### src/rtl/life_pkg.sv
// life_pkg: shared state encoding, neighbour offset table and default grid/colour constants.
package life_pkg;
  localparam int GRID_W_DEF = 16;
  localparam int GRID_H_DEF = 12;
  localparam logic [2:0] ALIVE_COLOUR_DEF = 3'b111;
  localparam logic [2:0] DEAD_COLOUR_DEF = 3'b000;
  typedef enum logic [2:0] {IDLE, READ, READ_LAST, WRITE, PLOT, NEXT, SWAP, DONE} state_t;
  typedef enum logic [1:0] {D_ZERO, D_NEG, D_POS} off_t;
  // k0 is the cell itself; k1..k8 walk the 3x3 ring in raster order
  function automatic off_t nbr_dx(input logic [3:0] k);
    return (k == 4'd1 || k == 4'd4 || k == 4'd6) ? D_NEG :
           (k == 4'd3 || k == 4'd5 || k == 4'd8) ? D_POS : D_ZERO;
  endfunction
  function automatic off_t nbr_dy(input logic [3:0] k);
    return (k >= 4'd1 && k <= 4'd3) ? D_NEG :
           (k >= 4'd6 && k <= 4'd8) ? D_POS : D_ZERO;
  endfunction
endpackage

### src/rtl/life_nbr_addr.sv
// life_nbr_addr: toroidally wrapped read address of neighbour k around cell (x, y).
module life_nbr_addr import life_pkg::*; #(
  parameter int GRID_W = GRID_W_DEF,
  parameter int GRID_H = GRID_H_DEF,
  parameter int X_W = 4,
  parameter int Y_W = 4,
  parameter int ADDR_W = 8
) (
  input  logic [X_W-1:0]    x,
  input  logic [Y_W-1:0]    y,
  input  logic [3:0]        k,
  output logic [ADDR_W-1:0] addr
);
  off_t dx, dy;
  logic [X_W-1:0] nx;
  logic [Y_W-1:0] ny;
  always_comb begin
    dx = nbr_dx(k);
    dy = nbr_dy(k);
    nx = dx == D_NEG ? (x == '0 ? X_W'(GRID_W - 1) : x - X_W'(1)) :
         dx == D_POS ? (x == X_W'(GRID_W - 1) ? '0 : x + X_W'(1)) : x;
    ny = dy == D_NEG ? (y == '0 ? Y_W'(GRID_H - 1) : y - Y_W'(1)) :
         dy == D_POS ? (y == Y_W'(GRID_H - 1) ? '0 : y + Y_W'(1)) : y;
    addr = ADDR_W'(ny) * ADDR_W'(GRID_W) + ADDR_W'(nx);
  end
endmodule

### src/rtl/life_gen_ctrl.sv
// life_gen_ctrl: sequences one Game-of-Life generation (read 9 cells, write, plot per cell, then swap buffers).
module life_gen_ctrl import life_pkg::*; #(
  parameter int GRID_W = GRID_W_DEF,
  parameter int GRID_H = GRID_H_DEF,
  parameter int X_W = 4,
  parameter int Y_W = 4,
  parameter int ADDR_W = 8,
  parameter logic [2:0] ALIVE_COLOUR = ALIVE_COLOUR_DEF,
  parameter logic [2:0] DEAD_COLOUR = DEAD_COLOUR_DEF
) (
  input  logic              clock,
  input  logic              reset,
  input  logic              start,
  output logic              busy,
  output logic              done,
  output logic [ADDR_W-1:0] rd_addr,
  input  logic              rd_data,
  output logic              wr_en,
  output logic [ADDR_W-1:0] wr_addr,
  output logic              wr_data,
  output logic              plot_req,
  input  logic              plot_ack,
  output logic [X_W-1:0]    plot_x,
  output logic [Y_W-1:0]    plot_y,
  output logic [2:0]        plot_colour,
  output logic              swap,
  output logic [15:0]       gen_count
);
  state_t state, state_n;
  logic [X_W-1:0] x, x_n;
  logic [Y_W-1:0] y, y_n;
  logic [3:0] k, k_n, n, n_n;
  logic self_r, self_n, live, x_last, last;
  logic [2:0] colour_n;
  logic [15:0] gen_n;
  logic [ADDR_W-1:0] nbr;

  life_nbr_addr #(.GRID_W(GRID_W), .GRID_H(GRID_H), .X_W(X_W), .Y_W(Y_W), .ADDR_W(ADDR_W))
    u_nbr (.x(x), .y(y), .k(k), .addr(nbr));

  assign live = (n == 4'd3) | (self_r & (n == 4'd2));
  assign x_last = x == X_W'(GRID_W - 1);
  assign last = x_last && y == Y_W'(GRID_H - 1);
  assign busy = state != IDLE;
  assign done = state == DONE;
  assign swap = state == SWAP;
  assign wr_en = state == WRITE;
  assign plot_req = state == PLOT;
  assign rd_addr = state == READ ? nbr : '0;
  assign wr_addr = ADDR_W'(y) * ADDR_W'(GRID_W) + ADDR_W'(x);
  assign wr_data = wr_en & live;
  assign plot_x = x;
  assign plot_y = y;

  always_comb begin
    state_n = state;
    x_n = x;
    y_n = y;
    k_n = k;
    n_n = n;
    self_n = self_r;
    colour_n = plot_colour;
    gen_n = gen_count;
    case (state)
      IDLE: if (start) begin
        state_n = READ;
        x_n = '0;
        y_n = '0;
        k_n = '0;
        n_n = '0;
      end
      // rd_data lags rd_addr by one cycle, so step k captures neighbour k-1
      READ: begin
        self_n = k == 4'd1 ? rd_data : self_r;
        n_n = k >= 4'd2 ? n + 4'(rd_data) : n;
        k_n = k + 4'd1;
        state_n = k == 4'd8 ? READ_LAST : READ;
      end
      READ_LAST: begin
        n_n = n + 4'(rd_data);
        state_n = WRITE;
      end
      WRITE: begin
        colour_n = live ? ALIVE_COLOUR : DEAD_COLOUR;
        state_n = PLOT;
      end
      PLOT: state_n = plot_ack ? NEXT : PLOT;
      NEXT: begin
        x_n = x_last ? '0 : x + X_W'(1);
        y_n = x_last ? (last ? '0 : y + Y_W'(1)) : y;
        k_n = '0;
        n_n = '0;
        state_n = last ? SWAP : READ;
      end
      SWAP: begin
        gen_n = gen_count + 16'd1;
        state_n = DONE;
      end
      default: state_n = IDLE;
    endcase
  end

  always_ff @(posedge clock or posedge reset) begin
    if (reset) begin
      state <= IDLE;
      x <= '0;
      y <= '0;
      k <= '0;
      n <= '0;
      self_r <= 1'b0;
      plot_colour <= '0;
      gen_count <= '0;
    end else begin
      state <= state_n;
      x <= x_n;
      y <= y_n;
      k <= k_n;
      n <= n_n;
      self_r <= self_n;
      plot_colour <= colour_n;
      gen_count <= gen_n;
    end
  end
endmodule

### config.mk
export PLATFORM = sky130hd
export DESIGN_NAME = life_gen_ctrl
export DESIGN_NICKNAME = d
export VERILOG_FILES = /design/src/rtl/life_pkg.sv /design/src/rtl/life_nbr_addr.sv /design/src/rtl/life_gen_ctrl.sv
export SDC_FILE = /design/constraint.sdc
export NUM_CORES = 1
export LEC_CHECK = 0
export BUFFER_PORTS_ARGS = -buffer_cell sky130_fd_sc_hd__buf_2
export CORE_MARGIN = 3
export CORE_UTILIZATION = 49
export CTS_CLUSTER_DIAMETER = 200
export DETAILED_ROUTE_END_ITERATION = 6
export GPL_TIMING_DRIVEN = 0
export HOLD_SLACK_MARGIN = 0.12
export PLACE_DENSITY = 0.82
export SKIP_CTS_REPAIR_TIMING = 1
export SKIP_LAST_GASP = 1
export SLEW_MARGIN = 20
export SYNTH_ARGS = -nofsm -noshare
export SYNTH_HDL_FRONTEND = slang
export SYNTH_SLANG_ARGS = --single-unit
### constraint.sdc
create_clock -name clock -period 2.39 [get_ports clock]
set_clock_uncertainty 0.1 [all_clocks]
set_input_delay 0.5975 -clock clock [delete_from_list [all_inputs] [get_ports clock]]
set_output_delay 0.5975 -clock clock [all_outputs]
set_load 0.02 [all_outputs]
==> run_summary.xml <==
<?xml version="1.0" encoding="UTF-8"?>
<metrics>
  <group name="status">
    <metric name="run_status" unit="">complete, but fails checks</metric>
    <metric name="violations_in_the_final_reports" unit="">setup timing</metric>
  </group>
  <group name="timing">
    <metric name="timing.final.ws_setup" unit="ns">-0.412</metric>
    <metric name="final-max-slew-violation-count" unit="">0</metric>
    <metric name="setup_repair_after_global_routing_missed_its_margin" unit="">yes</metric>
    <metric name="finalCriticalPeriod" unit="ns">2.80</metric>
    <metric name="tightestPinTransition" unit="ns">0.765</metric>
    <metric name="max_slew_margin" unit="">0.489</metric>
    <metric name="max_freq" unit="GHz">0.357</metric>
    <metric name="tns" unit="ns">-2.74</metric>
    <metric name="final-hold-violation-count" unit="">0</metric>
    <metric name="timing.final.setup_violations" unit="">8</metric>
    <metric name="holdWs" unit="ns">0.349</metric>
    <metric name="layout_worst_path_cycle_share" unit="">1.17</metric>
  </group>
  <group name="die">
    <metric name="floorplan.die_area" unit="mm^2">0.00587</metric>
    <metric name="die_height" unit="um">76.6</metric>
    <metric name="die_w" unit="um">76.6</metric>
    <metric name="num_io_pins" unit="">54</metric>
    <metric name="initial_cell_density_of_the_core" unit="">0.511</metric>
    <metric name="placement_rows" unit="">25</metric>
    <metric name="core_region_area" unit="mm^2">0.00479</metric>
  </group>
  <group name="yosys">
    <metric name="syn-mean-instance-area" unit="um^2">8.83</metric>
    <metric name="synth.area.mux_share" unit="">0.00870</metric>
    <metric name="fraction_of_the_mapped_netlist_area_in_compound_gates" unit="">0.187</metric>
    <metric name="synth.yosys.seq_area_share" unit="">0.379</metric>
    <metric name="synth_flop_cell" unit="">sky130_fd_sc_hd__dfrtp_1</metric>
    <metric name="yosys.area_share.simple" unit="">0.224</metric>
    <metric name="netlist_instances" unit="">277</metric>
    <metric name="mappedNetlistArea" unit="mm^2">0.00244</metric>
    <metric name="synth_cell_types" unit="">55</metric>
    <metric name="largest_family_of_logic_cells_by_synthesized_area" unit="">simple AND/OR/NAND/NOR gates</metric>
    <metric name="synth-edff-count" unit="">0</metric>
    <metric name="synth_fa_ha_area_frac" unit="">0.0614</metric>
    <metric name="yosys_register_bits" unit="">37</metric>
    <metric name="synth_xor_area_frac" unit="">0.0645</metric>
    <metric name="mappedNetlistNets" unit="">294</metric>
    <metric name="synth-async-reset-ratio" unit="">1.00</metric>
    <metric name="yosysWarningCount" unit="">0</metric>
  </group>
  <group name="pwr">
    <metric name="comb_power_share" unit="">0.615</metric>
    <metric name="worst_ir_drop_vdd" unit="mV">0.610</metric>
    <metric name="power.share.clock" unit="">0.145</metric>
    <metric name="power.total" unit="mW">3.84</metric>
    <metric name="power.sequential.fraction" unit="">0.239</metric>
    <metric name="leakage" unit="nW">1.59</metric>
    <metric name="sw_frac_of_total" unit="">0.453</metric>
    <metric name="internal-power" unit="mW">2.10</metric>
    <metric name="p_switching" unit="mW">1.74</metric>
    <metric name="p_per_area" unit="mW/mm^2">1220</metric>
  </group>
  <group name="worst_setup_path">
    <metric name="critical-path-max-stage-delay" unit="ns">0.46</metric>
    <metric name="worst-setup-path-type" unit="">reg -&gt; out</metric>
    <metric name="crit_arrival" unit="ns">2.10</metric>
    <metric name="worst_ep_required_time" unit="ns">1.69</metric>
    <metric name="timing.critical_path.max_delay_family" unit="">flip-flops</metric>
    <metric name="critical_path.startpoint_type" unit="">flip-flop</metric>
    <metric name="crit_path_cell_trace" unit="">inv_1 -&gt; ha_1 -&gt; nor2b_1 -&gt; a21o_2 -&gt; or2_2 -&gt; a31oi_4 -&gt; buf_4</metric>
    <metric name="cp_capture_type" unit="">output pin</metric>
    <metric name="critical_path_peak_fanout" unit="">7</metric>
    <metric name="critPathSlowestCell" unit="">sky130_fd_sc_hd__dfrtp_2</metric>
    <metric name="timing.critical_path.buf_inv" unit="">2</metric>
  </group>
  <group name="routing">
    <metric name="detailroute.via_count" unit="">2256</metric>
    <metric name="route.final.wire_length" unit="um">5710</metric>
    <metric name="viasPerCell" unit="">5.44</metric>
    <metric name="wl_per_cell" unit="um">13.8</metric>
    <metric name="drt_pre_antenna_iters" unit="">5</metric>
    <metric name="ant_nets" unit="">0</metric>
    <metric name="residual_drc_count" unit="">0</metric>
    <metric name="number_of_design_rule_violations_left_by_the_first_detailed_router_iteration" unit="">145</metric>
  </group>
  <group name="layout">
    <metric name="final_layout_size_suffix_gt1_frac" unit="">0.365</metric>
    <metric name="num-fill-cells" unit="">390</metric>
    <metric name="multiInputGateArea" unit="mm^2">0.00145</metric>
    <metric name="nNetsFinal" unit="">364</metric>
    <metric name="seqCellArea" unit="um^2">931</metric>
    <metric name="mostFrequentLayoutCell" unit="">sky130_fd_sc_hd__buf_2</metric>
    <metric name="layout.cells.most_common_list" unit="">sky130_fd_sc_hd__buf_2, sky130_fd_sc_hd__dfrtp_1, sky130_fd_sc_hd__nand2_1, sky130_fd_sc_hd__buf_4, sky130_fd_sc_hd__o21ai_0</metric>
    <metric name="antenna_cells_inserted" unit="">0</metric>
    <metric name="area_growth_syn_to_layout" unit="%">28.4</metric>
  </group>
  <group name="clock_tree">
    <metric name="htreeDepth" unit="">2</metric>
    <metric name="insertion_delay" unit="ns">0.28</metric>
    <metric name="cts_made_buffers" unit="">5</metric>
    <metric name="cts-root-buf" unit="">sky130_fd_sc_hd__clkbuf_8</metric>
    <metric name="clkSinkCount" unit="">37</metric>
    <metric name="cts_tree" unit="">built</metric>
    <metric name="clk_pin_slew" unit="ns">0.07</metric>
    <metric name="clock_path_buffers" unit="">2</metric>
  </group>
  <group name="grt">
    <metric name="grt_start_max_net_pins" unit="">38</metric>
    <metric name="track_usage" unit="">0.187</metric>
    <metric name="first_pass_grt_wire_length" unit="um">9260</metric>
    <metric name="number_of_antenna_violations_at_the_first_check_in_global_routing" unit="">0</metric>
    <metric name="grt_pass1_vias" unit="">2015</metric>
    <metric name="globalRouteOverflowTotal" unit="">0</metric>
  </group>
  <group name="placed_design">
    <metric name="detailed_place_hpwl" unit="um">4030</metric>
    <metric name="gp_congestion" unit="">0.900</metric>
    <metric name="place.port_buffers" unit="">53</metric>
  </group>
  <group name="flow_run">
    <metric name="maxCapViolations" unit="">0</metric>
  </group>
  <group name="worst_hold_path">
    <metric name="timing.hold.worst.class" unit="">in -&gt; async</metric>
  </group>
</metrics>
## power groups by stage
| stage | registers [mW] | clock network, mW | logic, mW |
|---|---|---|---|
| after floorplan | 0.931 | 0 | 1.48 |
| after global placement | 0.910 | 0 | 1.94 |
| after detailed placement | 0.916 | 0 | 2.00 |
| after CTS | 0.906 | 0.570 | 2.01 |
| after global routing | 0.941 | 0.598 | 2.54 |
| final | 0.919 | 0.558 | 2.36 |
## flip-flops by register name (all words and copies together) (netlist names)
register     cells
self_r           1
state            3
k                4
plot_x           4
plot_colour      1
n                4
gen_count       16
plot_y           4
## metal layers
layer / share of wire / up-vias / global-route usage
li1: - / 1103 / -
met1: 0.44 / 1076 / 0.241
met2: 0.49 / 69 / 0.327
met3: 0.055 / 8 / 0.0343
met4: 0.013 / 0 / 0.0399
met5: 0 / - / 0
## cell type report
class,instances,share of cell area
flip-flops and latches,37,0.297
well taps,67,0.0267
plain buffers,22,0.0438
inverters,13,0.0155
repair buffers,64,0.118
multi-input cells,204,0.461
clock buffers,6,0.0263
clock inverters,2,0.0120
## per-stage QoR
step	area, um^2	util	worst slack (ns)	instances
floorplan	2490	-	-0.0738	277
global placement	2840	0.593	-0.256	397
detailed placement	2840	0.593	-0.285	397
CTS	2960	0.618	-0.610	405
global route	3140	0.656	-0.481	415
finish	3140	0.656	-0.412	415
## cell families (layout without fill, tap and decap cells)
| family | Yosys count | count (layout) |
|---|---|---|
| compound gates | 69 | 69 |
| xor+xnor | 18 | 18 |
| fa+ha+maj | 12 | 12 |
| buf+inv | 36 | 107 |
| flops | 37 | 37 |
| mux | 2 | 2 |
| simple gates | 103 | 103 |
## synth_stat cells, types with 2 or more instances
library cell	n	area (um^2)
sky130_fd_sc_hd__nor2b_1	3	18.8
sky130_fd_sc_hd__a31oi_1	5	31.3
sky130_fd_sc_hd__dfrtp_1	37	926
sky130_fd_sc_hd__a21o_1	3	22.5
sky130_fd_sc_hd__buf_4	10	75.1
sky130_fd_sc_hd__o22ai_1	2	12.5
sky130_fd_sc_hd__o31ai_1	2	15.0
sky130_fd_sc_hd__nand3_1	12	60.1
sky130_fd_sc_hd__ha_1	12	150
sky130_fd_sc_hd__nor3_1	6	30.0
sky130_fd_sc_hd__nand2b_1	6	37.5
sky130_fd_sc_hd__nor2_1	19	71.3
sky130_fd_sc_hd__o21ai_0	19	95.1
sky130_fd_sc_hd__nand2_1	28	105
sky130_fd_sc_hd__inv_1	13	48.8
sky130_fd_sc_hd__a21oi_1	15	75.1
sky130_fd_sc_hd__nand3b_1	3	22.5
sky130_fd_sc_hd__and3_1	5	31.3
sky130_fd_sc_hd__a211oi_1	3	22.5
sky130_fd_sc_hd__nand4_1	6	37.5
sky130_fd_sc_hd__o21bai_1	2	15.0
sky130_fd_sc_hd__o21a_1	3	22.5
sky130_fd_sc_hd__xnor2_1	15	131
sky130_fd_sc_hd__or2_2	3	18.8
sky130_fd_sc_hd__buf_2	4	20.0
sky130_fd_sc_hd__clkbuf_1	8	30.0
sky130_fd_sc_hd__or3_1	3	18.8
sky130_fd_sc_hd__xor2_1	3	26.3
## final timing paths
check / to / slack (ns) / depth (start not counted) / startpoint
worst max-delay path: rd_addr[1] / -0.41 / 7 / k[0]
worst min register to register: gen_count[15] / 0.37 / 1 / gen_count[15]
worst max register to register: n[3] / 0.47 / 7 / k[0]
max in group asynchronous: k[1] / 1.30 / 2 / reset
min in group clock: gen_count[15] / 0.37 / 1 / gen_count[15]
worst min-delay path: gen_count[9] / 0.35 / 2 / reset
No activity file was read; power rests on OpenSTA's default activity.
